[config.mk]
export PLATFORM = sky130hd
export DESIGN_NAME = ntt_ctrl_flat
export DESIGN_NICKNAME = d
export VERILOG_FILES = /design/src/rtl/ntt_ctrl_if.sv /design/src/rtl/ntt_ctrl.sv /design/src/flat_wrapper.sv
export SDC_FILE = /design/constraint.sdc
export NUM_CORES = 1
export LEC_CHECK = 0
export CAP_MARGIN = 20
export CORE_ASPECT_RATIO = 1.1
export CORE_MARGIN = 1.5
export CORE_UTILIZATION = 30
export DETAILED_ROUTE_END_ITERATION = 10
export GPL_TIMING_DRIVEN = 0
export PLACE_DENSITY_LB_ADDON = 0.2
export SLEW_MARGIN = 5
export SYNTH_ARGS = -nofsm -noshare
export SYNTH_HDL_FRONTEND = slang
export SYNTH_SLANG_ARGS = --single-unit
export TNS_END_PERCENT = 1
[constraint.sdc]
create_clock -name clk -period 5.9 [get_ports clk]
set_input_delay 1.18 -clock clk [delete_from_list [all_inputs] [get_ports clk]]
set_output_delay 1.18 -clock clk [all_outputs]
set_load 0.02 [all_outputs]
[src/rtl/ntt_ctrl_if.sv]
// Control/datapath bundle between the NTT sequencer and its top-level controller,
// coefficient RAM, twiddle ROM and butterfly pipeline.
interface ntt_ctrl_if #(
  parameter int LOGN = 8
);
  // start is a level sampled only while idle (no ready); busy stays high from the
  // cycle after acceptance until the done pulse; rd_en/wr_en are single-cycle
  // strobes with no back-pressure, addresses valid whenever the strobe is high.
  logic            start;
  logic            mode;
  logic            busy;
  logic            done;
  logic [2:0]      layer;
  logic            rd_en;
  logic [LOGN-1:0] rd_addr_a;
  logic [LOGN-1:0] rd_addr_b;
  logic [LOGN-2:0] twf_addr;
  logic            bf_sel;
  logic            wr_en;
  logic [LOGN-1:0] wr_addr_a;
  logic [LOGN-1:0] wr_addr_b;

  modport master (
    output start, mode,
    input  busy, done, layer, rd_en, rd_addr_a, rd_addr_b, twf_addr,
    input  bf_sel, wr_en, wr_addr_a, wr_addr_b
  );

  modport slave (
    input  start, mode,
    output busy, done, layer, rd_en, rd_addr_a, rd_addr_b, twf_addr,
    output bf_sel, wr_en, wr_addr_a, wr_addr_b
  );
endinterface

[src/rtl/ntt_ctrl.sv]
// In-place NTT/INTT sequencer: issues one butterfly per cycle per layer, then drains
// the read+butterfly pipeline before the next layer reads its freshly written data.
module ntt_ctrl #(
  parameter int N      = 256,
  parameter int LOGN   = 8,
  parameter int RD_LAT = 1,
  parameter int BF_LAT = 5
) (
  input  logic       clk,
  input  logic       rst,
  ntt_ctrl_if.slave  ctrl,
  output logic [1:0] o_state
);
  localparam int D  = RD_LAT + BF_LAT;
  localparam int DW = $clog2(D);
  localparam logic [DW-1:0]   DCNT_LAST  = DW'(D - 1);
  localparam logic [LOGN-2:0] CNT_LAST   = (LOGN-1)'(N / 2 - 1);
  localparam logic [2:0]      LAST_LAYER = 3'(LOGN - 2);
  localparam logic [LOGN-1:0] ONE        = LOGN'(1);
  localparam logic [LOGN-2:0] ONE_T      = (LOGN-1)'(1);

  typedef enum logic [1:0] {
    S_IDLE  = 2'd0,
    S_ISSUE = 2'd1,
    S_DRAIN = 2'd2,
    S_DONE  = 2'd3
  } state_t;

  state_t          r_state;
  logic            r_mode;
  logic            r_busy;
  logic            r_done;
  logic [2:0]      r_layer;
  logic [LOGN-2:0] r_cnt;
  logic [DW-1:0]   r_dcnt;
  logic            r_rd_en;
  logic [LOGN-1:0] r_rd_a;
  logic [LOGN-1:0] r_rd_b;
  logic [LOGN-2:0] r_twf;
  logic            r_wr_en;
  logic [LOGN-1:0] r_wr_a;
  logic [LOGN-1:0] r_wr_b;
  logic [D-2:0]    r_dl_v;
  logic [LOGN-1:0] r_dl_a [D-1];
  logic [LOGN-1:0] r_dl_b [D-1];

  // Returns {addr_a, addr_b, twiddle} for butterfly idx of the given layer.
  function automatic logic [3*LOGN-2:0] calc(input logic [2:0] lyr, input logic md,
                                             input logic [LOGN-2:0] idx);
    logic [LOGN-1:0] i_ext, len, g, o, a, b;
    logic [LOGN-2:0] t;
    int              sh;
    i_ext = {1'b0, idx};
    if (md) sh = int'(lyr) + 1;
    else    sh = LOGN - 1 - int'(lyr);
    len = ONE << sh;
    g   = i_ext >> sh;
    o   = i_ext & (len - ONE);
    a   = (g << (sh + 1)) + o;
    b   = a + len;
    // INTT walks the twiddle table downwards; the 2^(LOGN-1) term wraps to 0 on layer 0.
    if (md) t = (ONE_T << (LOGN - 1 - int'(lyr))) - ONE_T - g[LOGN-2:0];
    else    t = (ONE_T << lyr) + g[LOGN-2:0];
    return {a, b, t};
  endfunction

  logic [LOGN-2:0]   w_cnt_inc;
  logic [3*LOGN-2:0] w_next_issue;
  logic [3*LOGN-2:0] w_first_acc;
  logic [3*LOGN-2:0] w_first_next;

  assign w_cnt_inc    = r_cnt + (LOGN-1)'(1);
  assign w_next_issue = calc(r_layer, r_mode, w_cnt_inc);
  assign w_first_acc  = calc(3'd0, ctrl.mode, '0);
  assign w_first_next = calc(r_layer + 3'd1, r_mode, '0);

  always_ff @(posedge clk or posedge rst) begin
    if (rst) begin
      r_state <= S_IDLE;
      r_mode  <= 1'b0;
      r_busy  <= 1'b0;
      r_done  <= 1'b0;
      r_layer <= '0;
      r_cnt   <= '0;
      r_dcnt  <= '0;
      r_rd_en <= 1'b0;
      r_rd_a  <= '0;
      r_rd_b  <= '0;
      r_twf   <= '0;
    end else begin
      case (r_state)
        S_IDLE: begin
          r_done <= 1'b0;
          if (ctrl.start) begin
            r_state <= S_ISSUE;
            r_busy  <= 1'b1;
            r_mode  <= ctrl.mode;
            r_layer <= '0;
            r_cnt   <= '0;
            r_rd_en <= 1'b1;
            {r_rd_a, r_rd_b, r_twf} <= w_first_acc;
          end
        end
        S_ISSUE: begin
          if (r_cnt == CNT_LAST) begin
            r_state <= S_DRAIN;
            r_rd_en <= 1'b0;
            r_dcnt  <= '0;
          end else begin
            r_cnt <= w_cnt_inc;
            {r_rd_a, r_rd_b, r_twf} <= w_next_issue;
          end
        end
        S_DRAIN: begin
          // Leave only when the last write of this layer is on wr_en this cycle.
          if (r_dcnt == DCNT_LAST) begin
            if (r_layer == LAST_LAYER) begin
              r_state <= S_DONE;
              r_done  <= 1'b1;
            end else begin
              r_state <= S_ISSUE;
              r_layer <= r_layer + 3'd1;
              r_cnt   <= '0;
              r_rd_en <= 1'b1;
              {r_rd_a, r_rd_b, r_twf} <= w_first_next;
            end
          end else begin
            r_dcnt <= r_dcnt + DW'(1);
          end
        end
        S_DONE: begin
          r_state <= S_IDLE;
          r_done  <= 1'b0;
          r_busy  <= 1'b0;
          r_layer <= '0;
          r_mode  <= 1'b0;
        end
        default: r_state <= S_IDLE;
      endcase
    end
  end

  // Address/valid delay line: a read strobe in cycle t becomes wr_en in cycle t+D.
  always_ff @(posedge clk or posedge rst) begin
    if (rst) begin
      r_dl_v  <= '0;
      r_wr_en <= 1'b0;
      r_wr_a  <= '0;
      r_wr_b  <= '0;
      for (int k = 0; k < D - 1; k++) begin
        r_dl_a[k] <= '0;
        r_dl_b[k] <= '0;
      end
    end else begin
      r_dl_v[0] <= r_rd_en;
      r_dl_a[0] <= r_rd_a;
      r_dl_b[0] <= r_rd_b;
      for (int k = 1; k < D - 1; k++) begin
        r_dl_v[k] <= r_dl_v[k-1];
        r_dl_a[k] <= r_dl_a[k-1];
        r_dl_b[k] <= r_dl_b[k-1];
      end
      r_wr_en <= r_dl_v[D-2];
      r_wr_a  <= r_dl_a[D-2];
      r_wr_b  <= r_dl_b[D-2];
    end
  end

  assign ctrl.busy      = r_busy;
  assign ctrl.done      = r_done;
  assign ctrl.layer     = r_layer;
  assign ctrl.rd_en     = r_rd_en;
  assign ctrl.rd_addr_a = r_rd_a;
  assign ctrl.rd_addr_b = r_rd_b;
  assign ctrl.twf_addr  = r_twf;
  assign ctrl.bf_sel    = r_mode;
  assign ctrl.wr_en     = r_wr_en;
  assign ctrl.wr_addr_a = r_wr_a;
  assign ctrl.wr_addr_b = r_wr_b;
  assign o_state        = r_state;
endmodule

[src/flat_wrapper.sv]
// flat-port wrapper written by rule: the top's interface ports become plain ports
module ntt_ctrl_flat 
#(
  parameter int N      = 256,
  parameter int LOGN   = 8,
  parameter int RD_LAT = 1,
  parameter int BF_LAT = 5
)
  (clk, rst, o_state, ctrl_start, ctrl_mode, ctrl_busy, ctrl_done, ctrl_layer, ctrl_rd_en, ctrl_rd_addr_a, ctrl_rd_addr_b, ctrl_twf_addr, ctrl_bf_sel, ctrl_wr_en, ctrl_wr_addr_a, ctrl_wr_addr_b);
  ntt_ctrl_if #(.LOGN(LOGN)) ctrl_i ();
  input  logic clk;
  input  logic rst;
  output logic [1:0] o_state;
  input wire logic [$bits(ctrl_i.start)-1:0] ctrl_start;
  input wire logic [$bits(ctrl_i.mode)-1:0] ctrl_mode;
  output wire logic [$bits(ctrl_i.busy)-1:0] ctrl_busy;
  output wire logic [$bits(ctrl_i.done)-1:0] ctrl_done;
  output wire logic [$bits(ctrl_i.layer)-1:0] ctrl_layer;
  output wire logic [$bits(ctrl_i.rd_en)-1:0] ctrl_rd_en;
  output wire logic [$bits(ctrl_i.rd_addr_a)-1:0] ctrl_rd_addr_a;
  output wire logic [$bits(ctrl_i.rd_addr_b)-1:0] ctrl_rd_addr_b;
  output wire logic [$bits(ctrl_i.twf_addr)-1:0] ctrl_twf_addr;
  output wire logic [$bits(ctrl_i.bf_sel)-1:0] ctrl_bf_sel;
  output wire logic [$bits(ctrl_i.wr_en)-1:0] ctrl_wr_en;
  output wire logic [$bits(ctrl_i.wr_addr_a)-1:0] ctrl_wr_addr_a;
  output wire logic [$bits(ctrl_i.wr_addr_b)-1:0] ctrl_wr_addr_b;
  assign ctrl_i.start = ctrl_start;
  assign ctrl_i.mode = ctrl_mode;
  assign ctrl_busy = ctrl_i.busy;
  assign ctrl_done = ctrl_i.done;
  assign ctrl_layer = ctrl_i.layer;
  assign ctrl_rd_en = ctrl_i.rd_en;
  assign ctrl_rd_addr_a = ctrl_i.rd_addr_a;
  assign ctrl_rd_addr_b = ctrl_i.rd_addr_b;
  assign ctrl_twf_addr = ctrl_i.twf_addr;
  assign ctrl_bf_sel = ctrl_i.bf_sel;
  assign ctrl_wr_en = ctrl_i.wr_en;
  assign ctrl_wr_addr_a = ctrl_i.wr_addr_a;
  assign ctrl_wr_addr_b = ctrl_i.wr_addr_b;
  ntt_ctrl #(.N(N), .LOGN(LOGN), .RD_LAT(RD_LAT), .BF_LAT(BF_LAT)) u_core (.clk(clk), .rst(rst), .ctrl(ctrl_i), .o_state(o_state));
endmodule
==> run_summary.xml <==
<?xml version="1.0" encoding="UTF-8"?>
<metrics>
  <group name="job">
    <metric name="max-cap-violations" unit="">0</metric>
  </group>
  <group name="critical_path">
    <metric name="critical_path_required" unit="ns">6.17</metric>
    <metric name="end_kind" unit="">flop</metric>
    <metric name="worst_path_arrival" unit="ns">5.79</metric>
    <metric name="path_class" unit="">reg -&gt; reg</metric>
    <metric name="timing.critical_path.from_type" unit="">flop</metric>
    <metric name="maximum_fanout_along_the_worst_path" unit="">12</metric>
    <metric name="max_stage_delay" unit="ns">0.46</metric>
    <metric name="cpMaxStageDelayCell" unit="">dfrtp_2</metric>
    <metric name="path_common_cell" unit="">ha_1</metric>
  </group>
  <group name="route">
    <metric name="drt_wl_total" unit="mm">18.4</metric>
    <metric name="via_per_inst" unit="">4.93</metric>
    <metric name="drc_errors" unit="">0</metric>
    <metric name="num_vias" unit="">5305</metric>
    <metric name="final_routed_wire_length_divided_by_cell_count" unit="um">17.1</metric>
    <metric name="detail-route-antenna-nets" unit="">0</metric>
    <metric name="dr.first_iter.drc_count" unit="">396</metric>
    <metric name="firstDrtPassIters" unit="">5</metric>
  </group>
  <group name="floorplanning">
    <metric name="design.die.area" unit="um^2">24600</metric>
    <metric name="io-pin-count" unit="">53</metric>
    <metric name="floorplan.rows" unit="">58</metric>
    <metric name="fp.coreArea" unit="um^2">23100</metric>
    <metric name="chip_width" unit="um">150</metric>
    <metric name="starting_density_of_the_core" unit="%">30.7</metric>
    <metric name="fp.dieH" unit="um">164</metric>
  </group>
  <group name="timing">
    <metric name="max_clock_freq" unit="MHz">181</metric>
    <metric name="setup_total_negative_slack" unit="ns">0</metric>
    <metric name="final_period_minus_worst_setup_slack" unit="ns">5.52</metric>
    <metric name="final_critical_path_setup_slack" unit="ns">0.377</metric>
    <metric name="finalHoldViolCount" unit="">0</metric>
    <metric name="hold-worst-slack" unit="ns">0.342</metric>
    <metric name="final_max_slew_viols" unit="">0</metric>
    <metric name="setup_repair_after_global_routing_missed_its_margin" unit="">false</metric>
    <metric name="post_route_fraction_of_the_period_consumed_by_the_critical_path" unit="%">93.6</metric>
    <metric name="setup_viol_count_final" unit="">0</metric>
    <metric name="max_clock_skew" unit="ns">0.0135</metric>
    <metric name="timing_worst_slew_pin_value" unit="ns">0.736</metric>
    <metric name="slew-limit-headroom" unit="%">50.8</metric>
  </group>
  <group name="global_routing">
    <metric name="global_route.usage.total" unit="%">15.7</metric>
    <metric name="gr-total-overflow" unit="">0</metric>
    <metric name="largest_net_degree_at_the_start_of_global_routing" unit="">96</metric>
    <metric name="grt_first_pass_wirelength" unit="mm">29.4</metric>
    <metric name="antenna_found_initial" unit="">0</metric>
    <metric name="first_global_vias" unit="">5304</metric>
  </group>
  <group name="placed_design">
    <metric name="post-place-ws" unit="ns">-0.475</metric>
    <metric name="globalplace.congestion" unit="">0.880</metric>
    <metric name="detailedPlacementHpwl" unit="mm">13.5</metric>
    <metric name="port-buffer-count" unit="">52</metric>
  </group>
  <group name="min_path">
    <metric name="hp-class" unit="">reg -&gt; reg</metric>
  </group>
  <group name="yosys">
    <metric name="yosys_warning_count" unit="">0</metric>
    <metric name="synth_top_area_cell" unit="">dfrtp_1</metric>
    <metric name="postSynth.asyncResetShare" unit="%">100</metric>
    <metric name="ys_types" unit="">64</metric>
    <metric name="yosysSeqAreaShare" unit="%">50.8</metric>
    <metric name="synthDominantCellAreaShare" unit="%">50.8</metric>
    <metric name="post_synth_inst_count" unit="">688</metric>
    <metric name="synthesized_netlist_net_count" unit="">744</metric>
    <metric name="edff_count_synth" unit="">0</metric>
    <metric name="mappedNetlistArea" unit="um^2">7100</metric>
    <metric name="syn_avg_cell_area" unit="um^2">10.3</metric>
    <metric name="ys_seq_elements" unit="">144</metric>
    <metric name="synth-main-ff-cell" unit="">dfrtp_1</metric>
    <metric name="synth.area.top_cells" unit="">dfrtp_1 (51%), ha_1 (8.5%), o21ai_0 (4.3%)</metric>
  </group>
  <group name="pwr">
    <metric name="pwr_density_cell" unit="nW/um^2">442</metric>
    <metric name="ir_worst_vdd" unit="uV">170</metric>
    <metric name="cellLeakagePower" unit="nW">4.01</metric>
    <metric name="p_total" unit="W">0.00387</metric>
  </group>
  <group name="layout">
    <metric name="most-common-layout-cells" unit="">dfrtp_1 (141), nand2_1 (70), o21ai_0 (60)</metric>
    <metric name="layout.nets" unit="">820</metric>
    <metric name="final_common_cell" unit="">dfrtp_1</metric>
    <metric name="antenna_cells" unit="">0</metric>
    <metric name="final_layout_size_suffix_gt1_share" unit="%">9.92</metric>
    <metric name="utilization" unit="%">38.0</metric>
    <metric name="area.growth.synth_to_final" unit="%">23.4</metric>
  </group>
  <group name="clocking">
    <metric name="cts_htree_levels" unit="">4</metric>
    <metric name="postCtsHoldBufs" unit="">0</metric>
    <metric name="clkSlewWorstSetupHoldPaths" unit="ns">0.06</metric>
    <metric name="latest_clock_arrival_within_the_worst_skew_pair" unit="ns">0.41</metric>
    <metric name="clock_tree_from_tritoncts" unit="">done</metric>
    <metric name="cts_buffer_depth" unit="">2</metric>
    <metric name="cts_buffer_count" unit="">17</metric>
    <metric name="numClockSinks" unit="">144</metric>
    <metric name="cts_root_buffer" unit="">clkbuf_16</metric>
  </group>
  <group name="status">
    <metric name="status" unit="">completed</metric>
  </group>
</metrics>
## final cells by class
| cell class | count | area, um^2 |
|---|---|---|
| plain buffers | 33 | 158 |
| well taps | 300 | 375 |
| multi-input cells | 470 | 3280 |
| inverters | 39 | 155 |
| repair buffers | 59 | 591 |
| clock inverters | 11 | 131 |
| clock buffers | 20 | 457 |
| flip-flops and latches | 144 | 3610 |
| fillers | 2292 | 14300 |
## Yosys cell counts (all sizes together), types with 9 or more instances
master and number:
dfrtp 144, nand2 71, o21ai 62, ha 48, a21oi 42, inv 37, nor2 37, clkbuf 29
xnor2 19, a22o 14, xor2 13, a21o 12, and2 12, nand3 12, nand2b 10, nor3 9
## what timing repair did
action,4_1_cts,5_1_grt
setup endpoints to repair,5,4
setup buffers,1,5
pin swaps,0,1
resized for setup,9,21
## cells by family (layout without fill, tap and decap cells)
kind of cell / after synthesis / after routing / synth area share (%)
and+or+nand+nor: 180 / 180 / 12.0
buffers and inverters: 74 / 162 / 4.27
AOI/OAI and AO/OA: 199 / 199 / 18.4
muxes: 7 / 7 / 1.01
DFF: 144 / 144 / 50.8
adders and majority gates: 52 / 52 / 9.59
xor gates and xnor gates: 32 / 32 / 3.95
## final timing paths
check | from | slack, ns | end | cells past startpoint
min reg2reg | u_core.r_dl_a[15]$_DFF_PP0_ | 0.34 | u_core.r_dl_a[7]$_DFF_PP0_ | 0
max | u_core.ctrl.layer[0]$_DFFE_PP0P_ | 0.38 | u_core.ctrl.rd_addr_b[7]$_DFFE_PP0P_ | 26
max reg2reg | u_core.ctrl.layer[0]$_DFFE_PP0P_ | 0.38 | u_core.ctrl.rd_addr_b[7]$_DFFE_PP0P_ | 26
max in group asynchronous | rst | 3.88 | u_core.ctrl.layer[1]$_DFFE_PP0P_ | 3
min in group asynchronous | rst | 1.17 | u_core.ctrl.wr_addr_a[5]$_DFF_PP0_ | 2
min | u_core.r_dl_a[15]$_DFF_PP0_ | 0.34 | u_core.r_dl_a[7]$_DFF_PP0_ | 0
## metal layers
metal / wire length (um) / global-route usage (%) / share of wire [%]
met3: 629 / 2.44 / 3.4
met2: 8950 / 25.8 / 49
met4: 275 / 5.04 / 1.5
met5: 0 / 0 / 0
met1: 8490 / 21.0 / 46
## flip-flops by register name, summed over array words and instances (netlist names)
register	cells
u_core.ctrl.done	1
u_core.ctrl.rd_en	1
u_core.ctrl.wr_addr_b	8
u_core.ctrl.wr_addr_a	8
u_core.ctrl.busy	1
u_core.ctrl.twf_addr	7
u_core.o_state	2
u_core.r_dl_a	40
u_core.r_dl_b	40
u_core.ctrl.wr_en	1
u_core.ctrl.layer	3
u_core.ctrl.bf_sel	1
u_core.ctrl.rd_addr_b	8
u_core.r_cnt	7
u_core.ctrl.rd_addr_a	8
u_core.r_dl_v	5
u_core.r_dcnt	3
## power by group
group,switching [W],internal (W)
logic,0.000984,0.000542
registers,0.0000962,0.00120
clock network,0.000406,0.000646
total,0.00149,0.00239
## critical path, delay by kind of cell, from the launching register on
kind / cells / cell delay (ns)
compound gates: 12 / 2.15
xor+xnor: 3 / 0.56
fa+ha+maj: 3 / 0.96
buf+inv: 3 / 0.54
flops: 1 / 0.46
simple gates: 5 / 0.71
## stage by stage
stage,instances,cell area [um^2]
global placement,1040,7990
floorplan,688,7100
finish,1076,8760
global route,1076,8760
detailed placement,1041,8020
CTS,1073,8640
Power figures use the tool's default switching activity.
